`config.mk`:
```
export PLATFORM = sky130hd
export DESIGN_NAME = sp_dmem_arbiter
export DESIGN_NICKNAME = d
export VERILOG_FILES = /design/src/rtl/sp_dmem_arbiter.sv
export SDC_FILE = /design/constraint.sdc
export NUM_CORES = 1
export LEC_CHECK = 0
export ABC_AREA = 1
export BUFFER_PORTS_ARGS = -buffer_cell sky130_fd_sc_hd__buf_2
export CORE_AREA = 4 4 105 107
export DETAILED_ROUTE_END_ITERATION = 10
export DIE_AREA = 0 0 109 111
export PLACE_DENSITY_LB_ADDON = 0.1
export SLEW_MARGIN = 20
export SYNTH_ARGS = -nofsm -noshare
export SYNTH_HDL_FRONTEND = slang
export SYNTH_SLANG_ARGS = --single-unit
export TNS_END_PERCENT = 10
```
`constraint.sdc`:
```
create_clock -name clk -period 3 [get_ports clk]
set_input_delay 0.3 -clock clk [delete_from_list [all_inputs] [get_ports clk]]
set_output_delay 0.3 -clock clk [all_outputs]
set_load 0.01 [all_outputs]
```
`src/rtl/sp_dmem_arbiter.sv`:
```
// Two-port round-robin arbiter in front of a single-port data memory with
// 1-cycle read latency. Port 0 is the core load/store unit, port 1 the host.
// Only one read is in flight at a time; out-of-range requests never reach the
// memory, are counted, and out-of-range reads answer with an error response.
module sp_dmem_arbiter #(
  parameter int unsigned AW    = 12,
  parameter int unsigned DW    = 32,
  parameter int unsigned DEPTH = 4096,
  parameter int unsigned CW    = 16
) (
  input  logic          clk,
  input  logic          rst,
  input  logic          rq_valid_0,
  input  logic          rq_we_0,
  input  logic [AW-1:0] rq_addr_0,
  input  logic [DW-1:0] rq_wdata_0,
  output logic          rq_ready_0,
  output logic          rs_valid_0,
  output logic [DW-1:0] rs_rdata_0,
  output logic          rs_err_0,
  input  logic          rq_valid_1,
  input  logic          rq_we_1,
  input  logic [AW-1:0] rq_addr_1,
  input  logic [DW-1:0] rq_wdata_1,
  output logic          rq_ready_1,
  output logic          rs_valid_1,
  output logic [DW-1:0] rs_rdata_1,
  output logic          rs_err_1,
  output logic          mem_en,
  output logic          mem_we,
  output logic [AW-1:0] mem_addr,
  output logic [DW-1:0] mem_wdata,
  input  logic [DW-1:0] mem_rdata,
  output logic [CW-1:0] conflict_cnt,
  output logic [CW-1:0] err_cnt
);

  typedef enum logic [0:0] {StIdle, StRdWait} state_e;

  // One extra bit so DEPTH == 2^AW is representable and nothing is out of range.
  localparam logic [AW:0] DepthLim = (AW + 1)'(DEPTH);
  localparam logic [CW-1:0] CntMax = {CW{1'b1}};

  state_e        state_q;
  logic          last_grant_q;
  logic          owner_q;
  logic          oor_q;
  logic [CW-1:0] conflict_q;
  logic [CW-1:0] err_q;

  logic          in_idle, in_wait;
  logic          grant_0, grant_1, accept, sel;
  logic          sel_we, sel_oor;
  logic [AW-1:0] sel_addr;
  logic [DW-1:0] sel_wdata;

  // Arbitration and memory strobe; everything is held off while in reset.
  always_comb begin
    in_idle   = (state_q == StIdle) && !rst;
    in_wait   = (state_q == StRdWait) && !rst;
    grant_0   = in_idle && rq_valid_0 && (!rq_valid_1 || last_grant_q);
    grant_1   = in_idle && rq_valid_1 && (!rq_valid_0 || !last_grant_q);
    accept    = grant_0 || grant_1;
    sel       = grant_1;
    sel_we    = sel ? rq_we_1 : rq_we_0;
    sel_addr  = sel ? rq_addr_1 : rq_addr_0;
    sel_wdata = sel ? rq_wdata_1 : rq_wdata_0;
    sel_oor   = ({1'b0, sel_addr} >= DepthLim);

    rq_ready_0 = grant_0;
    rq_ready_1 = grant_1;
    mem_en     = accept && !sel_oor;
    mem_we     = mem_en && sel_we;
    mem_addr   = mem_en ? sel_addr : '0;
    mem_wdata  = mem_en ? sel_wdata : '0;
  end

  // Read response steered to the owner; the other port sees all zeros.
  always_comb begin
    rs_valid_0 = in_wait && !owner_q;
    rs_valid_1 = in_wait && owner_q;
    rs_err_0   = rs_valid_0 && oor_q;
    rs_err_1   = rs_valid_1 && oor_q;
    rs_rdata_0 = (rs_valid_0 && !oor_q) ? mem_rdata : '0;
    rs_rdata_1 = (rs_valid_1 && !oor_q) ? mem_rdata : '0;
  end

  // Controller state, round-robin pointer, read ownership and counters.
  always_ff @(posedge clk) begin
    if (rst) begin
      state_q      <= StIdle;
      last_grant_q <= 1'b1;
      owner_q      <= 1'b0;
      oor_q        <= 1'b0;
      conflict_q   <= '0;
      err_q        <= '0;
    end else begin
      unique case (state_q)
        StIdle: begin
          if (rq_valid_0 && rq_valid_1 && conflict_q != CntMax) begin
            conflict_q <= conflict_q + CW'(1);
          end
          if (accept) begin
            last_grant_q <= sel;
            if (sel_oor && err_q != CntMax) begin
              err_q <= err_q + CW'(1);
            end
            if (!sel_we) begin
              owner_q <= sel;
              oor_q   <= sel_oor;
              state_q <= StRdWait;
            end
          end
        end
        StRdWait: state_q <= StIdle;
        default:  state_q <= StIdle;
      endcase
    end
  end

  assign conflict_cnt = conflict_q;
  assign err_cnt      = err_q;

endmodule
```
==> out/metrics.cfg, run 1 <==
[synth]
yosysMostFrequentCell = nand2_1
synth_warnings = 0
ys.flop_type = dfxtp_1
ys_types = 26
netlist_instances = 454
async_flop_share_pct = 0
ys_top_cells_by_count = nand2_1 (140), nor2_1 (103), inv_1 (57), a21oi_2 (32)
synthTopCellsByArea = nand2_1 (21%), nor2_1 (16%), dfxtp_1 (15%)
synth_top_cell_by_area = nand2_1
yosysSeqAreaShare_pct = 15.4
synth_top_area_share_pct = 21.3
synth_seq_cells = 19
synth_edf_count = 0
postSynthAreaPerCell_um2 = 5.44
syn-cell-area_um2 = 2470

[routing]
wl_met3_mm = 1.03
postRouteAntennaNets = 0
drc_errors = 0
viasPerCell = 4.10
wl_met2_mm = 5.11
maxUsedRoutingLayer = met5
drt-pass1-iter-count = 4
wl_per_cell_um = 12.2
drt_iter0_drc = 121
totalWireLength_mm = 10.1
wl_met1_mm = 3.88
vias = 3393

[sta]
final-hold-violation-count = 0
max_freq_ghz = 0.443
slew-limit-headroom_pct = 41.1
holdWs_ns = 0.352
setup_violations = 0
finalClockSkew_ns = 0.00335
tightest_slew_ns = 0.882
tns_ns = 0
rsz0062_at_grt = no
finalCritPeriodShare_pct = 75.2
finalCriticalPeriod_ns = 2.26
drv_slew = 0

[worst_setup_path]
cp_cell_sequence = inv_2 -> nor3_2 -> inv_1 -> nor2_1 -> buf_2
crit_family = buffers and inverters
rr_worst_depth = 10
critPathMaxFanout = 32
path_depth = 5
worstSetupEndpointType = output pin
arrival_ns = 1.96
cp_slowest_cell = dfxtp_1
max_stage_delay_ns = 0.59
critical_path_class = flop to output pin
start_kind = flop
cp.buffers_inverters = 3
crit_required_ns = 2.70

[final_layout]
area_growth_pct = 52.8
layout-drive-gt1-share_pct = 45.2
n_antenna_cell = 0
instances_no_fill = 827
nets = 819
finish.utilization_pct = 37.2
fillers = 1136

[clocking]
clkLatencyLatePin_ns = 0.26
cts_root_buffer = clkbuf_8
cts.sinks = 19
cts_tree = done
cts_setup_buffers = 0
cts.repair.resized = 0
htreeDepth = 1
clock_path_buffers = 2
hold_buffers = 0
clkTransAtPathRegs_ns = 0.07
cts_buffers = 3

[global_route]
grt_usage_pct = 15.2
gr-total-overflow = 0
grt_pass1_vias = 3128
grt_antenna_before_repair = 1
grt_pass1_wl_mm = 15.2
grt_max_degree = 48

[power]
vdd_drop_max_uv = 108
power.density_cell_area_nw_per_um2 = 220
p_leak_uw = 0.00236

[die]
dieArea_um2 = 12100
design.core.area_um2 = 10100
die_x_um = 109
rows = 37
die_h_um = 111
io_pins = 274
start_util_pct = 24.4

[outcome]
outcome = completed

[placement]
gp_congestion = 0.766
dp_cells = 823
io_buffers = 255
dp_hpwl_mm = 8.39

[run]
drv_cap = 0

[min_path]
hp-class = primary input to flop
hold_depth = 2

[placed cells by master, fill, tap and decap left out, drive strengths merged]
cell type / n
a21oi: 51
buf: 259
clkbuf: 4
conb: 18
dfxtp: 19
ha: 1
inv: 59
nand2: 144
nand3: 15
nand4: 2
nor2: 109
nor3: 5
o211ai: 1
o21ai: 1
o21bai: 1
xor2: 2
[through the flow]
| step | setup WS [ns] | area, um^2 | total power, uW |
|---|---|---|---|
| 3_5_place_dp | 0.959 | 3730 | 657 |
| 5_1_grt | 0.516 | 3770 | 904 |
| 3_3_place_gp | 0.945 | 3730 | 656 |
| 2_1_floorplan | 1.42 | 2530 | 512 |
| 6_report | 0.745 | 3770 | 829 |
| 4_1_cts | 0.693 | 3770 | 848 |
[worst register-to-register path: cells and delay by family (launching register included)]
kind,cells,cell delay [ns]
simple gates,9,1.19
flops,1,0.36
fa+ha+maj,1,0.26
[path summary, 6_finish.rpt]
check,startpoint,end,slack [ns]
worst max register to register,conflict_cnt[0],conflict_cnt[0],1.13
worst max-delay path,state_q,rs_rdata_0[22],0.74
worst min-delay path,rst,conflict_cnt[4],0.35
worst min register to register,last_grant_q,last_grant_q,0.54
[flip-flops by register name (all words and copies together), names as in the netlist]
| signal | flops |
|---|---|
| conflict_cnt | 16 |
| last_grant_q | 1 |
| owner_q | 1 |
| state_q | 1 |
[layer usage]
metal / track usage, % / vias up
met5: 0 / -
met4: 2.27 / 2
met3: 3.79 / 6
met2: 28.4 / 164
met1: 17.4 / 1416
li1: - / 1805
[layout make-up]
cell class | count | area, um^2 | area share (%)
clock buffers | 4 | 45.0 | 1.19
well taps | 136 | 170 | 4.51
repair buffers | 259 | 1320 | 34.9
multi-input cells | 350 | 1640 | 43.4
flip-flops and latches | 19 | 380 | 10.1
inverters | 59 | 221 | 5.87
[where the power goes]
part           switching [uW]  internal (uW)  total (uW)
combinational             220            157         377
sequential               10.3            259         269
clock                    88.0           94.5         183
[kinds of logic after synthesis]
logic type / count (synthesis) / synth area share (%)
compound gates: 54 / 16.0
fa+ha+maj: 1 / 0.507
xor+xnor: 2 / 0.709
flops: 19 / 15.4
buf+inv: 102 / 21.2
simple gates: 275 / 46.0
other cells: 1 / 0.152
Power figures use the tool's default switching activity.
==> inputs of run 2 (changes only) <==
Settings changed: ABC_AREA 1 to 0.
Clock period 3 ns to 1.8 ns, I/O delays scaled along.
==> out/metrics.cfg, run 2 <==
[die]
start_util_pct = 21.9  ; was 24.4%
design.core.area_um2 = 10100  ; unchanged
dieArea_um2 = 12100  ; unchanged
die_h_um = 111  ; unchanged
io_pins = 274  ; unchanged
die_x_um = 109  ; unchanged
rows = 37  ; unchanged

[synth]
ys.flop_type = dfxtp_1  ; unchanged
synth_top_area_share_pct = 18.3  ; was 21.3%
postSynthAreaPerCell_um2 = 6.08  ; was 5.44 um^2
synth_seq_cells = 19  ; unchanged
async_flop_share_pct = 0  ; unchanged
synth_warnings = 0  ; unchanged
synth_edf_count = 0  ; unchanged
netlist_instances = 365  ; was 454
yosysMostFrequentCell = nand2_1  ; unchanged
synth_top_cell_by_area = and2_1  ; was nand2_1
synthTopCellsByArea = and2_1 (18%), dfxtp_1 (17%), nand2_1 (16%)  ; was nand2_1 (21%), nor2_1 (16%), dfxtp_1 (15%)
ys_types = 38  ; was 26
yosysSeqAreaShare_pct = 17.1  ; was 15.4%
ys_top_cells_by_count = nand2_1 (95), and2_1 (65), a21oi_1 (54), buf_4 (19), dfxtp_1 (19)  ; was nand2_1 (140), nor2_1 (103), inv_1 (57), a21oi_2 (32)
syn-cell-area_um2 = 2220  ; was 2470 um^2

[worst_setup_path]
worstSetupEndpointType = output pin  ; unchanged
cp-endpoint = mem_wdata[15]  ; was rs_rdata_0[22]
critPathMaxFanout = 23  ; was 32
cp.buffers_inverters = 3  ; unchanged
path_depth = 7  ; was 5
cp_cell_sequence = nor2_2 -> nand3_2 -> inv_2 -> clkbuf_16 -> nand2_1 -> a21oi_1 -> buf_2  ; was inv_2 -> nor3_2 -> inv_1 -> nor2_1 -> buf_2
cp_slowest_cell = dfxtp_1  ; unchanged
rr_worst_depth = 6  ; was 10
start_kind = flop  ; unchanged
max_stage_delay_ns = 0.34  ; was 0.59 ns
crit_required_ns = 1.62  ; was 2.70 ns
rr_endpoint = conflict_cnt[3]  ; was conflict_cnt[0]
crit_family = buffers and inverters  ; unchanged
regToRegSetupSlack_ns = 0.10  ; was 1.13 ns
critical_path_class = flop to output pin  ; unchanged
crit_start = state_q  ; unchanged
timing.rr.start = conflict_cnt[0]  ; unchanged
arrival_ns = 1.55  ; was 1.96 ns

[routing]
drt_iter0_drc = 148  ; was 121
drc_errors = 0  ; unchanged
drt-pass1-iter-count = 4  ; unchanged
maxUsedRoutingLayer = met4  ; was met5
totalWireLength_mm = 10.8  ; was 10.1 mm
wl_met1_mm = 4.31  ; was 3.88 mm
viasPerCell = 4.33  ; was 4.10
wl_met3_um = 914  ; was 1.03 mm
wl_met2_mm = 5.57  ; was 5.11 mm
vias = 3277  ; was 3393
wl_per_cell_um = 14.3  ; was 12.2 um
postRouteAntennaNets = 0  ; unchanged

[global_route]
grt_usage_pct = 16.0  ; was 15.2%
grt_pass1_vias = 3069  ; was 3128
gr-total-overflow = 0  ; unchanged
grt_pass1_wl_mm = 15.7  ; was 15.2 mm
grt_antenna_before_repair = 0  ; was 1
grt_max_degree = 48  ; unchanged

[sta]
holdWs_ns = 0.129  ; was 0.352 ns
max_freq_ghz = 0.577
drv_slew = 0  ; unchanged
final-hold-violation-count = 0  ; unchanged
rsz0062_at_grt = yes  ; was no
finalClockSkew_ns = 0.00354  ; was 0.00335 ns
finalCritPeriodShare_pct = 96.3
setup_violations = 0  ; unchanged
finalCriticalPeriod_ns = 1.73

[placement]
gp_congestion = 0.816  ; was 0.766
dp_hpwl_mm = 8.67  ; was 8.39 mm
dpl_cell_area_um2 = 3700  ; was 3730 um^2
io_buffers = 255  ; unchanged
dp_cells = 748  ; was 823

[run]
drv_cap = 0  ; unchanged

[clocking]
clkTransAtPathRegs_ns = 0.07  ; about the same
htreeDepth = 1  ; unchanged
hold_buffers = 0  ; unchanged
cts_root_buffer = clkbuf_8  ; unchanged
clock_path_buffers = 2  ; unchanged
cts_buffers = 3  ; unchanged
clkLatencyLatePin_ns = 0.26  ; about the same
cts_tree = done  ; unchanged
cts.sinks = 19  ; unchanged

[final_layout]
final_cell_area_um2 = 3840  ; was 3770 um^2
multi_input_area_um2 = 1690  ; was 1640 um^2
instances_no_fill = 756  ; was 827
nets = 748  ; was 819
area_growth_pct = 72.8  ; was 52.8%
layout-drive-gt1-share_pct = 48.7  ; was 45.2%
layout_commonest_cell = buf_2  ; unchanged
mostFrequentLayoutCells = buf_2 (255), nand2_1 (95), and2_1 (65), a21oi_1 (54), conb_1 (18)  ; was buf_2 (255), nand2_1 (140), nor2_1 (102), inv_1 (57), a21oi_2 (32)
seq_area_um2 = 388  ; was 380 um^2
finish.utilization_pct = 37.8  ; was 37.2%
fillers = 1119  ; was 1136
n_antenna_cell = 0  ; unchanged
largest_reg_flops = 16  ; unchanged

[outcome]
outcome = completed  ; unchanged

[power]
power.density_cell_area_nw_per_um2 = 339  ; was 220 nW/um^2
power_uw = 1300  ; was 829 uW
p_leak_uw = 0.00221  ; was 0.00236 uW
vdd_drop_max_uv = 263  ; was 108 uV

[min_path]
hp-class = primary input to flop  ; unchanged

[run 2: changes by cell type after synthesis, moves of 9 or more]
cell,before,now
a21oi_1,19,54
a21oi_2,32,0
and2_1,0,65
buf_1,0,9
buf_2,13,1
inv_1,57,6
nand2_1,140,95
nor2_1,103,9
or3_1,0,10
[run 2: per-stage QoR]
| stage | worst slack [ns] | setup TNS, ns |
|---|---|---|
| floorplan | 0.0524 | 0 |
| global placement | 0.0950 | 0 |
| detailed placement | 0.0747 | 0 |
| CTS | 0.0150 | 0 |
| global route | -0.0491 | -1.17 |
| finish | 0.0657 | 0 |
[run 2: cells by family (layout without fill, tap and decap cells)]
kind of cell               count (synthesis)  in the layout  synth area share [%]
and+or+nand+nor                          220            220                  51.2
AOI/OAI and AO/OA                         70             70                  16.8
buffers and inverters                     49            287                  11.6
DFF                                       19             19                  17.1
muxes                                      5              5                  2.48
adders and majority gates                  1              1                 0.564
other                                      1             18                 0.169
[run 2: cell type report]
cell class              instances  share of cell area, %
inverters                       7                  0.685
repair buffers                276                   39.6
multi-input cells             314                   44.0
flip-flops and latches         19                   10.1
well taps                     136                   4.44
clock buffers                   4                   1.17
[run 2: power breakdown]
group | switching, uW | internal [uW] | total [uW] | leakage (uW)
logic | 302 | 260 | 561 | 0.00203
registers | 6.74 | 428 | 435 | 0.000157
clock network | 148 | 158 | 305 | 0.0000228
total | 456 | 845 | 1300 | 0.00221
[run 2: worst min path at each step]
stage                       start      end  slack, ns  depth (start not counted)
after floorplan           rq_we_1  owner_q       0.28                          1
after global placement    rq_we_1  owner_q       0.39                          2
after detailed placement  rq_we_1  owner_q       0.39                          2
after CTS                 rq_we_1  owner_q       0.11                          2
after global routing      rq_we_1  owner_q       0.12                          2
final                     rq_we_1  owner_q       0.13                          2
[run 2: metal layers]
| metal | track usage, % | vias up |
|---|---|---|
| li1 | - | 1689 |
| met1 | 19.1 | 1450 |
| met2 | 29.7 | 136 |
| met3 | 4.37 | 2 |
| met4 | 0.505 | 0 |
| met5 | 0 | - |
[run 2: timing repair]
action,CTS,global route
resized for setup,0,11
hold endpoints to repair,0,0
endpoints found under the setup margin,0,56
setup buffers,0,2
